--- config.mk ---
export PLATFORM = sky130hd
export DESIGN_NAME = alu_arbiter
export DESIGN_NICKNAME = d
export VERILOG_FILES = /design/src/rtl/alu_arbiter_pkg.sv /design/src/rtl/alu_arbiter_rr_grant.sv /design/src/rtl/alu_arbiter.sv
export SDC_FILE = /design/constraint.sdc
export NUM_CORES = 1
export LEC_CHECK = 0
export ABC_CLOCK_PERIOD_IN_PS = 4100
export CORE_UTILIZATION = 41
export CTS_CLUSTER_DIAMETER = 30
export DETAILED_ROUTE_END_ITERATION = 16
export PLACE_DENSITY = 0.92
export SYNTH_ARGS = -nofsm -noshare
export SYNTH_HDL_FRONTEND = slang
export SYNTH_SLANG_ARGS = --single-unit
--- constraint.sdc ---
create_clock -name clk -period 4.1 [get_ports clk]
set_clock_uncertainty 0.2 [all_clocks]
set_input_delay 0.82 -clock clk [delete_from_list [all_inputs] [get_ports clk]]
set_output_delay 0.82 -clock clk [all_outputs]
set_load 0.02 [all_outputs]
--- src/rtl/alu_arbiter_pkg.sv ---
// Shared definitions for alu_arbiter and its grant logic: FSM encoding, size limits,
// and the default word/opcode widths that alu_top uses as well.
package alu_arbiter_pkg;

   localparam int unsigned MAX_REQ          = 8;
   localparam int unsigned DEF_WORD_SIZE    = 32;
   localparam int unsigned DEF_ALU_CON_SIZE = 4;

   typedef enum logic [1:0] {
      IDLE = 2'd0,
      WAIT = 2'd1,
      RESP = 2'd2
   } arb_state_e;

   // Width of a requester index; at least one bit.
   function automatic int unsigned idx_width(input int unsigned n);
      return (n > 1) ? $clog2(n) : 1;
   endfunction

endpackage

--- src/rtl/alu_arbiter_rr_grant.sv ---
// rr_grant: combinational grant picker for alu_arbiter. Round-robin from ptr+1 by default;
// defining ALU_ARBITER_FIXED_PRIO_EN selects fixed priority (lowest index wins, ptr ignored).
module rr_grant
   import alu_arbiter_pkg::*;
#(
   parameter  int unsigned NUM_REQ = 2,
   localparam int unsigned IW      = idx_width(NUM_REQ)
) (
   input  logic [NUM_REQ-1:0] i_req,
   input  logic [IW-1:0]      i_ptr,
   output logic [NUM_REQ-1:0] o_grant,
   output logic [IW-1:0]      o_idx
);

`ifdef ALU_ARBITER_FIXED_PRIO_EN
   logic w_unused_ptr;
   assign w_unused_ptr = ^i_ptr;

   always_comb begin
      logic w_found;
      o_grant = '0;
      o_idx   = '0;
      w_found = 1'b0;
      for (int unsigned i = 0; i < NUM_REQ; i++) begin
         if (!w_found && i_req[i[IW-1:0]]) begin
            w_found                = 1'b1;
            o_grant[i[IW-1:0]]     = 1'b1;
            o_idx                  = i[IW-1:0];
         end
      end
   end
`else
   always_comb begin
      logic        w_found;
      int unsigned w_j;
      o_grant = '0;
      o_idx   = '0;
      w_found = 1'b0;
      w_j     = 0;
      // Scan starts one past the last winner and wraps, so the last winner is checked last.
      for (int unsigned k = 1; k <= NUM_REQ; k++) begin
         w_j = (32'(i_ptr) + k) % NUM_REQ;
         if (!w_found && i_req[w_j[IW-1:0]]) begin
            w_found                = 1'b1;
            o_grant[w_j[IW-1:0]]   = 1'b1;
            o_idx                  = w_j[IW-1:0];
         end
      end
   end
`endif

endmodule

--- src/rtl/alu_arbiter.sv ---
// alu_arbiter: shares one alu_top among NUM_REQ requesters (IDLE -> WAIT -> RESP -> IDLE).
// Build option: ALU_ARBITER_FIXED_PRIO_EN switches round-robin to fixed lowest-index priority.
module alu_arbiter
   import alu_arbiter_pkg::*;
#(
   parameter int unsigned WORD_SIZE    = DEF_WORD_SIZE,
   parameter int unsigned ALU_CON_SIZE = DEF_ALU_CON_SIZE,
   parameter int unsigned NUM_REQ      = 2,
   parameter int unsigned ALU_LAT      = 1
) (
   input  logic                            clk,
   input  logic                            rst,
   input  logic [NUM_REQ-1:0]              req_valid,
   output logic [NUM_REQ-1:0]              req_ready,
   input  logic [NUM_REQ*ALU_CON_SIZE-1:0] req_con,
   input  logic [NUM_REQ*WORD_SIZE-1:0]    req_a,
   input  logic [NUM_REQ*WORD_SIZE-1:0]    req_b,
   output logic [NUM_REQ-1:0]              rsp_valid,
   input  logic [NUM_REQ-1:0]              rsp_ready,
   output logic [WORD_SIZE-1:0]            rsp_data,
   output logic [ALU_CON_SIZE-1:0]         alu_con,
   output logic [WORD_SIZE-1:0]            alu_in_1,
   output logic [WORD_SIZE-1:0]            alu_in_2,
   input  logic [WORD_SIZE-1:0]            alu_out,
   output logic                            busy
);

   localparam int unsigned IW = idx_width(NUM_REQ);
   localparam int unsigned CW = $clog2(ALU_LAT + 1);

   arb_state_e               r_state;
   arb_state_e               w_next_state;
   logic [IW-1:0]            r_ptr;
   logic [IW-1:0]            r_gnt;
   logic [CW-1:0]            r_cnt;
   logic [ALU_CON_SIZE-1:0]  r_alu_con;
   logic [WORD_SIZE-1:0]     r_alu_in_1;
   logic [WORD_SIZE-1:0]     r_alu_in_2;
   logic [WORD_SIZE-1:0]     r_rsp_data;
   logic [NUM_REQ-1:0]       w_grant;
   logic [IW-1:0]            w_idx;
   logic                     w_take;

   rr_grant #(
      .NUM_REQ (NUM_REQ)
   ) u_rr_grant (
      .i_req   (req_valid),
      .i_ptr   (r_ptr),
      .o_grant (w_grant),
      .o_idx   (w_idx)
   );

   // No handshake is offered while reset is held, even though the state already reads IDLE.
   always_comb begin
      w_next_state = r_state;
      req_ready    = '0;
      rsp_valid    = '0;
      w_take       = 1'b0;
      case (r_state)
         IDLE: begin
            if (!rst && (|w_grant)) begin
               req_ready    = w_grant;
               w_take       = 1'b1;
               w_next_state = WAIT;
            end
         end
         WAIT: begin
            if (r_cnt == '0) w_next_state = RESP;
         end
         RESP: begin
            rsp_valid[r_gnt] = 1'b1;
            if (rsp_ready[r_gnt]) w_next_state = IDLE;
         end
         default: w_next_state = IDLE;
      endcase
   end

   // WAIT runs ALU_LAT+1 cycles (cnt ALU_LAT..0): one to present operands, ALU_LAT for alu_top.
   always_ff @(posedge clk) begin
      if (rst) begin
         r_state    <= IDLE;
         r_ptr      <= IW'(NUM_REQ - 1);
         r_gnt      <= '0;
         r_cnt      <= '0;
         r_alu_con  <= '0;
         r_alu_in_1 <= '0;
         r_alu_in_2 <= '0;
         r_rsp_data <= '0;
      end else begin
         r_state <= w_next_state;
         case (r_state)
            IDLE: begin
               if (w_take) begin
                  r_gnt      <= w_idx;
                  r_cnt      <= CW'(ALU_LAT);
                  r_alu_con  <= req_con[w_idx*ALU_CON_SIZE +: ALU_CON_SIZE];
                  r_alu_in_1 <= req_a[w_idx*WORD_SIZE +: WORD_SIZE];
                  r_alu_in_2 <= req_b[w_idx*WORD_SIZE +: WORD_SIZE];
               end
            end
            WAIT: begin
               if (r_cnt != '0) r_cnt <= r_cnt - 1'b1;
               else             r_rsp_data <= alu_out;
            end
            RESP: begin
               if (rsp_ready[r_gnt]) r_ptr <= r_gnt;
            end
            default: ;
         endcase
      end
   end

   assign alu_con  = r_alu_con;
   assign alu_in_1 = r_alu_in_1;
   assign alu_in_2 = r_alu_in_2;
   assign rsp_data = r_rsp_data;
   assign busy     = (r_state != IDLE);

endmodule
==> out/qor.csv <==
metric,value,unit
share of post-route cells with drive strength above 1,7.05,%
highest-count cells in the layout ignoring fill and taps,"sky130_fd_sc_hd__clkdlybuf4s50_1, sky130_fd_sc_hd__dfxtp_1, sky130_fd_sc_hd__mux2i_1",
wire length of the first global-routing pass,24900,um
CTS Hold Bufs,0,
number of warnings issued by yosys,0,
final critical path time including I/O delays and setup,3.54,ns
achievable clock frequency,282,MHz
Static Leakage,2.79,nW
FF-to-FF path depth,5,
Resized cells post-CTS,0,
HPWL Detailed,11200,um
net switching fraction of the power,32.5,%
sequential cell fraction of total power,39.9,%
end of the worst register-to-register path,alu_con[0],
startpoint type of the worst setup path,input port,
reg2reg setup slack,1.66,ns
gr usage total,25.2,%
DRC Markers,0,
maximum level of the CTS H-tree,3,
via count of the first global-routing pass,5052,
critical setup path kind,input port to primary output,
clock sink total,105,
drt first pass iters,5,
final non-filler cell total,881,
Avg Inst Size Synth,9.80,um^2
Routed wire per std cell,17.6,um
Hold WC Path Type,flip-flop to flip-flop,
Routability Congestion,0.815,
clock tree root buffer cell,sky130_fd_sc_hd__clkbuf_16,
Synthesized Nets,668,
met2 wire len,8140,um
count of flip-flops with a built-in enable after synthesis,0,
unrepaired setup endpoints after global routing,false,
origin of the critical flop-to-flop path,r_ptr,
Max Used Layer,met4,
number of rows in the core area,39,
P_sw,0.000988,W
primary flip-flop cell chosen by synthesis mapping,sky130_fd_sc_hd__dfxtp_1,
crit path capture,req_ready[1],
synthesis-stage register bit count,105,
final worst-path cycle share,86.4,%
Chip Width,111,um
total power density per cell area,387,nW/um^2
final core occ,68.5,%
"Slew Viols, Final",0,
"most common cell after layout, fill and taps aside",sky130_fd_sc_hd__clkdlybuf4s50_1,
leftover overflow at the end of global routing,0,
starting utilization of the core area,42.2,%
"Area growth, synth to finish",62.4,%
async set or reset register ratio after synthesis,0,%
n_diodes,0,
setup repair bufs after CTS,0,
DR iter-0 viols,254,
worst-case vdd ir drop,0.333,mV
clock slew at the register clock pins of the worst setup and hold paths,0.07,ns
status,"finished, final reports clean",
type of element capturing the critical path,primary output,
"Hold Vio Cnt, Final",0,
remaining number of nets flagged by the antenna check after routing,0,
max-cap violation count,0,
Internal,0.00205,W
Total Wirelength,15500,um
insertion delay to the later sink of the worst-skew pair,0.34,ns
final setup violation count,0,
Rel. slew slack,18.3,%
Port Buffers,278,
share of total power in the clock network,28.3,%
number of instances in the synthesized netlist,494,
hold slack final,0.256,ns
total via count in the routed design,4841,
final net count,907,
CTS tree,done,
Die Y,111,um
sequential share of the synthesized area,43.4,%
unique cell type count in the Yosys netlist,31,
area enclosed by the die boundary,12200,um^2
M1 wire length,5680,um
Inserted Clock Buffers,9,
area of the core,11500,um^2
maximum count of clock buffers along a single path,2,
share of power burned in combinational logic,31.8,%
total met3 wirelength after detailed routing,1190,um
WP data arrival,2.52,ns
antenna violations before repair,0,
worst setup path startpoint,rst,
cell area after synthesis,4840,um^2
number of I/O pins,279,
post-route setup TNS,0,ns
dpl cells,865,
largest net degree at the start of global routing,139,
vias per cell,5.49,
required time at the endpoint of the critical path,3.08,ns
Critical Path Fanout Max,38,
Slew @ Worst Pin,1.22,ns
[worst min-delay path by stage]
stage	from	to	slack, ns	cells after the start
after floorplan	r_cnt	r_state[0]	0.28	2
after global placement	rsp_data[14]	rsp_data[14]	0.24	2
after detailed placement	rsp_data[8]	rsp_data[8]	0.25	2
after CTS	rsp_data[27]	rsp_data[27]	0.26	2
after global routing	rsp_data[0]	rsp_data[0]	0.28	2
final	rsp_data[3]	rsp_data[3]	0.26	2
[synthesized netlist by cell type, types with 4 or more instances]
cell                       count  area, um^2
sky130_fd_sc_hd__o31ai_1      57         428
sky130_fd_sc_hd__o211ai_1     58         435
sky130_fd_sc_hd__mux2i_1      69         691
sky130_fd_sc_hd__buf_2        13        65.1
sky130_fd_sc_hd__a21oi_1      36         180
sky130_fd_sc_hd__nand2_1      64         240
sky130_fd_sc_hd__o211ai_2     10         125
sky130_fd_sc_hd__clkbuf_1     27         101
sky130_fd_sc_hd__buf_6         6        67.6
sky130_fd_sc_hd__dfxtp_1     105        2100
sky130_fd_sc_hd__buf_1         6        22.5
sky130_fd_sc_hd__buf_8         6        90.1
sky130_fd_sc_hd__nor2_1        4        15.0
sky130_fd_sc_hd__o31ai_2      11         138
[power groups by stage]
stage	clock network [W]	registers, W	logic, W
after global routing	0.000930	0.00123	0.00103
after global placement	0	0.00123	0.000942
after detailed placement	0	0.00124	0.000969
final	0.000860	0.00121	0.000966
after CTS	0.000883	0.00121	0.000972
after floorplan	0	0.00136	0.000381
[metrics by stage]
stage	total power, W	cell area (um^2)	worst slack [ns]
2_1_floorplan	0.00174	4840	1.36
3_3_place_gp	0.00217	7550	0.591
3_5_place_dp	0.00221	7550	0.529
4_1_cts	0.00307	7860	0.565
5_1_grt	0.00319	7860	0.497
6_report	0.00304	7860	0.559
[worst max-delay path, stage by stage]
cell and delay (ns):
sky130_fd_sc_hd__clkdlybuf4s50_1 0.41, sky130_fd_sc_hd__buf_4 0.26, sky130_fd_sc_hd__nor3_1 0.18, sky130_fd_sc_hd__nand3_1 0.13, sky130_fd_sc_hd__inv_1 0.10, sky130_fd_sc_hd__clkdlybuf4s50_1 0.61
[cells by family after synthesis]
family          share of synthesized area (%)
compound gates                           27.8
flops                                    43.4
simple gates                             7.01
mux                                      14.3
buf+inv                                  7.47
[routing by layer]
metal | up-vias | GRT usage, %
li1 | 2318 | -
met1 | 2275 | 25.6
met2 | 214 | 47.0
met3 | 34 | 7.24
met4 | 0 | 11.5
met5 | - | 0
[area by class of cell]
type / count / area [um^2]
fillers: 875 / 3610
flip-flops and latches: 105 / 2100
inverters: 4 / 15.0
repair buffers: 286 / 2860
multi-input cells: 327 / 2400
clock inverters: 7 / 81.3
clock buffers: 9 / 225
well taps: 143 / 179
[registers in the layout (all words and copies together) (netlist names)]
register and count:
alu_in_1 32, alu_in_2 32, rsp_data 32, alu_con 4
r_state 2, r_cnt 1, r_gnt 1, r_ptr 1
Note: power is estimated with default switching activity, not from simulation.
==> patch 1: new RTL, same settings <==
The parameter `ALU_LAT` goes from 1 to 2. Comments in the files are not updated.
--- a/src/rtl/alu_arbiter.sv
+++ b/src/rtl/alu_arbiter.sv
@@ -8,3 +8,3 @@
    parameter int unsigned NUM_REQ      = 2,
-   parameter int unsigned ALU_LAT      = 1
+   parameter int unsigned ALU_LAT      = 2
 ) (
Function: changed (Yosys sat finds a counterexample within 4 cycles, from zero or initial values and one cycle with rst high).
==> patch 1 against the original RTL <==
- hold slack better by 0.0026 ns
- global-route usage down 0.26 points
- power down 14%
- synthesized cell count down 0.81%
- routed wire length down 5.5%
- setup slack better by 0.17 ns
- fmax up 5.2%
- cell area down 3.5%
- sequential cell count up 1
- area after synthesis down 6.3%
- largest power group unchanged
==> patch 1: results (changes against the original RTL) <==
\begin{tabular}{lr}
\hline
Metric & Value \\
\hline
\multicolumn{2}{l}{\textbf{Pwr}} \\
Power of the clock network & 0.000684 W (-20\%) \\
Static Leak & 2.69 nW (-3.7\%) \\
Part of the power in combinational logic & 0.290 (-0.028) \\
P\_sw & 0.000761 W (-23\%) \\
Highest ir drop seen on vdd & 0.220 mV (-34\%) \\
\multicolumn{2}{l}{\textbf{Critical path}} \\
Worst Path Arrival & 2.35 ns (-0.17 ns) \\
Worst R2R Setup Slack & 1.93 ns (+0.27 ns) \\
Launch point of the worst reg-to-reg path & r\_cnt[0] \\
Worst reg2reg endpoint & rsp\_data[0] \\
Delay of the slowest critical-path stage & 0.59 ns (-0.02 ns) \\
Largest fanout on the critical path & 3 (-92\%) \\
\multicolumn{2}{l}{\textbf{Worst hold path}} \\
Endpoint of the worst hold-timing path & rsp\_data[31] \\
\multicolumn{2}{l}{\textbf{GRT}} \\
Met2 track utilization from global routing & 0.455 (-0.0151) \\
Vias in the first global route & 4791 (-5.2\%) \\
Overall track demand over capacity in global routing & 0.249 (-0.00256) \\
Global-route wire length before repair & 22.5 mm (-9.6\%) \\
Global-route met1 utilization & 0.260 (+0.00445) \\
\multicolumn{2}{l}{\textbf{Route}} \\
Number of DRC markers after the initial detailed-route iteration & 343 (+35\%) \\
Routed vias/inst & 5.35 (-2.6\%) \\
WL met3 & 1.20 mm (+0.93\%) \\
Wirelength per Cell & 16.5 um (-6.0\%) \\
Total routed wire length on the met1 layer & 5.45 mm (-4.0\%) \\
Total length of routed met2 wires & 7.56 mm (-7.2\%) \\
\multicolumn{2}{l}{\textbf{Synth}} \\
Synth top cells by count & 106 x sky130\_fd\_sc\_hd\_\_dfxtp\_1, 69 x sky130\_fd\_sc\_hd\_\_mux2i\_1, 68 x sky130\_fd\_sc\_hd\_\_o211ai\_1, 66 x sky130\_fd\_sc\_hd\_\_nand2\_1, 49 x sky130\_fd\_sc\_hd\_\_o21ai\_0 \\
Unique cell type count in the Yosys netlist & 32 (+3.2\%) \\
Sequential cell area fraction in the yosys report & 0.468 (+0.0335) \\
\multicolumn{2}{l}{\textbf{Place}} \\
Final weighted congestion in routability-driven placement & 0.844 (+3.6\%) \\
Count of placed standard cells including taps & 871 (+0.69\%) \\
Worst setup slack before clock tree synthesis & 0.723 ns (+0.194 ns) \\
Post-Place Cell Area & 7380 um2 (-2.3\%) \\
Sum of net half-perimeters after detailed placement & 10.8 mm (-3.7\%) \\
\multicolumn{2}{l}{\textbf{Layout}} \\
Final net count & 917 (+1.1\%) \\
Number of fillers in the final layout & 779 (-11\%) \\
Fraction of final layout cells sized beyond drive strength 1 & 0.0416 (-0.0289) \\
\multicolumn{2}{l}{\textbf{Timing}} \\
Max\_slew headroom & 0.222 (+0.0388) \\
Worst Slack Setup Final & 0.732 ns (+0.174 ns) \\
\multicolumn{2}{l}{\textbf{Status}} \\
Result of the run & finished clean \\
\multicolumn{2}{l}{\textbf{Clock tree}} \\
Worst skew pair latency & 0.36 ns (+0.02 ns) \\
\hline
\end{tabular}
-- patch 1: cell types whose count changed after synthesis, sizes merged, moves of 2 or more --
| cell | unedited run | this run |
|---|---|---|
| o21ai | 3 | 70 |
| buf | 31 | 21 |
| o31ai | 68 | 2 |
| nand2 | 64 | 66 |
-- patch 1: cells by family after synthesis --
kind of cell | after synthesis | synth area share
AOI/OAI and AO/OA | 179 | 0.240
DFF | 106 | 0.468
and+or+nand+nor | 83 | 0.0778
muxes | 69 | 0.152
buffers and inverters | 52 | 0.0596
adders and majority gates | 1 | 0.00276
-- patch 1: cell type report --
cell class / instances / area share
inverter: 4 / 0.00198
sequential: 106 / 0.280
clock inverter: 5 / 0.0106
multi-input combinational: 332 / 0.285
clock buffer: 10 / 0.0168
tap: 140 / 0.0231
timing repair buffer: 289 / 0.383
==> patch 2: new RTL, same flow settings <==
Made on the original files. Encoding of `arb_state_e`: now one-hot (3 bits for 3 states).
--- a/src/rtl/alu_arbiter_pkg.sv
+++ b/src/rtl/alu_arbiter_pkg.sv
@@ -8,6 +8,6 @@
 
-   typedef enum logic [1:0] {
-      IDLE = 2'd0,
-      WAIT = 2'd1,
-      RESP = 2'd2
+   typedef enum logic [2:0] {
+      IDLE = 3'b001,
+      WAIT = 3'b010,
+      RESP = 3'b100
    } arb_state_e;
Behaviour: same outputs for any inputs over 4 cycles, from zero or initial values and one cycle with rst high; so few cycles prove little.
==> patch 2 against the original RTL <==
- power shrank 11%
- setup slack better by 0.045 ns
- sequential cell count is 1 higher
- routed wire length increased by 4.1%
- critical path type unchanged
- cell area decreased by 4.3%
- hold slack better by 0.0044 ns
- area after synthesis fell by 7.5%
==> patch 2: results (changes against the original RTL) <==
\begin{tabular}{lr}
\hline
Metric & Value \\
\hline
\multicolumn{2}{l}{\textbf{Status}} \\
Result of the run & finished clean \\
\multicolumn{2}{l}{\textbf{Critical path}} \\
Startpoint of the worst setup timing path & req\_valid[1] \\
Worst reg2reg path depth & 4 (-1) \\
Launch point of the worst reg-to-reg path & r\_state[0] \\
Worst R2R Setup Slack & 1.88 ns (+0.22 ns) \\
Worst Path Arrival & 2.48 ns (-0.04 ns) \\
Largest fanout on the critical path & 5 (-87\%) \\
\multicolumn{2}{l}{\textbf{Route}} \\
First-pass DRT Iterations & 7 (+2) \\
Routed vias/inst & 5.56 (+1.1\%) \\
Number of DRC markers after the initial detailed-route iteration & 353 (+39\%) \\
Total length of routed met2 wires & 8.12 mm (-0.20\%) \\
Final routed wirelength across all metal layers & 16.1 mm (+4.1\%) \\
Total via count after detailed routing & 5261 (+8.7\%) \\
WL met3 & 1.35 mm (+13\%) \\
\multicolumn{2}{l}{\textbf{Place}} \\
Post-Place Cell Area & 7260 um2 (-3.9\%) \\
Count of placed standard cells including taps & 931 (+7.6\%) \\
Final weighted congestion in routability-driven placement & 0.790 (-3.1\%) \\
Sum of net half-perimeters after detailed placement & 11.0 mm (-2.0\%) \\
\multicolumn{2}{l}{\textbf{Synth}} \\
Dominant cells by area after synthesis & sky130\_fd\_sc\_hd\_\_dfxtp\_1 47\%, sky130\_fd\_sc\_hd\_\_nand2\_1 17\%, sky130\_fd\_sc\_hd\_\_a311oi\_1 13\% \\
Unique cell type count in the Yosys netlist & 29 (-6.5\%) \\
Average footprint of a synthesized cell & 7.91 um2 (-19\%) \\
Number of nets in the synthesized netlist & 740 (+11\%) \\
Synth top cells by count & 203 x sky130\_fd\_sc\_hd\_\_nand2\_1, 106 x sky130\_fd\_sc\_hd\_\_dfxtp\_1, 103 x sky130\_fd\_sc\_hd\_\_a21oi\_1, 68 x sky130\_fd\_sc\_hd\_\_a311oi\_1, 27 x sky130\_fd\_sc\_hd\_\_buf\_2 \\
\multicolumn{2}{l}{\textbf{GRT}} \\
Vias in the first global route & 5021 (-0.61\%) \\
Global-route met1 utilization & 0.310 (+0.0544) \\
GR met3 Demand/Resource & 0.0705 (-0.00194) \\
Overall track demand over capacity in global routing & 0.275 (+0.0230) \\
Largest net degree at the start of global routing & 91 (-35\%) \\
Met2 track utilization from global routing & 0.481 (+0.0101) \\
\multicolumn{2}{l}{\textbf{Layout}} \\
Fraction of final layout cells sized beyond drive strength 1 & 0.0407 (-0.0298) \\
Number of fillers in the final layout & 749 (-14\%) \\
\multicolumn{2}{l}{\textbf{Pwr}} \\
Static Leak & 2.67 nW (-4.3\%) \\
Internal portion of total power & 0.00195 W (-5.1\%) \\
\multicolumn{2}{l}{\textbf{Clock tree}} \\
Worst skew pair latency & 0.37 ns (+0.03 ns) \\
Clock edge transition at the registers on the reported setup and hold paths & 0.10 ns (+0.03 ns) \\
\hline
\end{tabular}
## patch 2: cell types whose count changed after synthesis, sizes merged, moves of 2 or more
cell    unedited run  this run
o31ai             68         1
mux2i             69         0
clkbuf            27        25
o211ai            68         1
a21oi             36       103
or2                2         0
a311oi             0        68
nand2             64       203
nor3b              1         3
nor4b              0         2
## patch 2: power by group through the flow
stage	Clock, W	Sequential, W	Combinational [W]
after CTS	0.000849	0.00116	0.000723
after floorplan	0	0.00126	0.000250
after global routing	0.000892	0.00117	0.000768
after global placement	0	0.00117	0.000705
after detailed placement	0	0.00118	0.000720
final	0.000833	0.00116	0.000724
## patch 2: cell type report
cell class                 count  area, um2  area share
clock buffer                  10        128      0.0170
clock inverter                 6        138      0.0183
inverter                       4       15.0     0.00200
multi-input combinational    399       2100       0.279
sequential                   106       2120       0.282
tap                          136        170      0.0226
timing repair buffer         286       2850       0.379
## patch 2: cell families after synthesis
group,count (synthesis),share of synthesized area
flip-flops,106,0.474
AO/OA/AOI/OAI,181,0.266
buffers and inverters,61,0.0629
AND/OR/NAND/NOR,218,0.197
## patch 2: worst min-delay path by stage
stage            startpoint            to  slack, ns  cells after the start
6_report       rsp_data[22]  rsp_data[22]       0.26                      2
5_1_grt        rsp_data[31]  rsp_data[31]       0.28                      2
4_1_cts        rsp_data[22]  rsp_data[22]       0.26                      2
3_5_place_dp   rsp_data[22]  rsp_data[22]       0.25                      2
3_3_place_gp    rsp_data[6]   rsp_data[6]       0.24                      2
2_1_floorplan         r_cnt    r_state[1]       0.28                      2
## patch 2: critical path: cells and delay by family
family	cells	cell delay (ns)
AOI/OAI and AO/OA	1	0.22
buffers and inverters	3	1.29
and+or+nand+nor	1	0.14
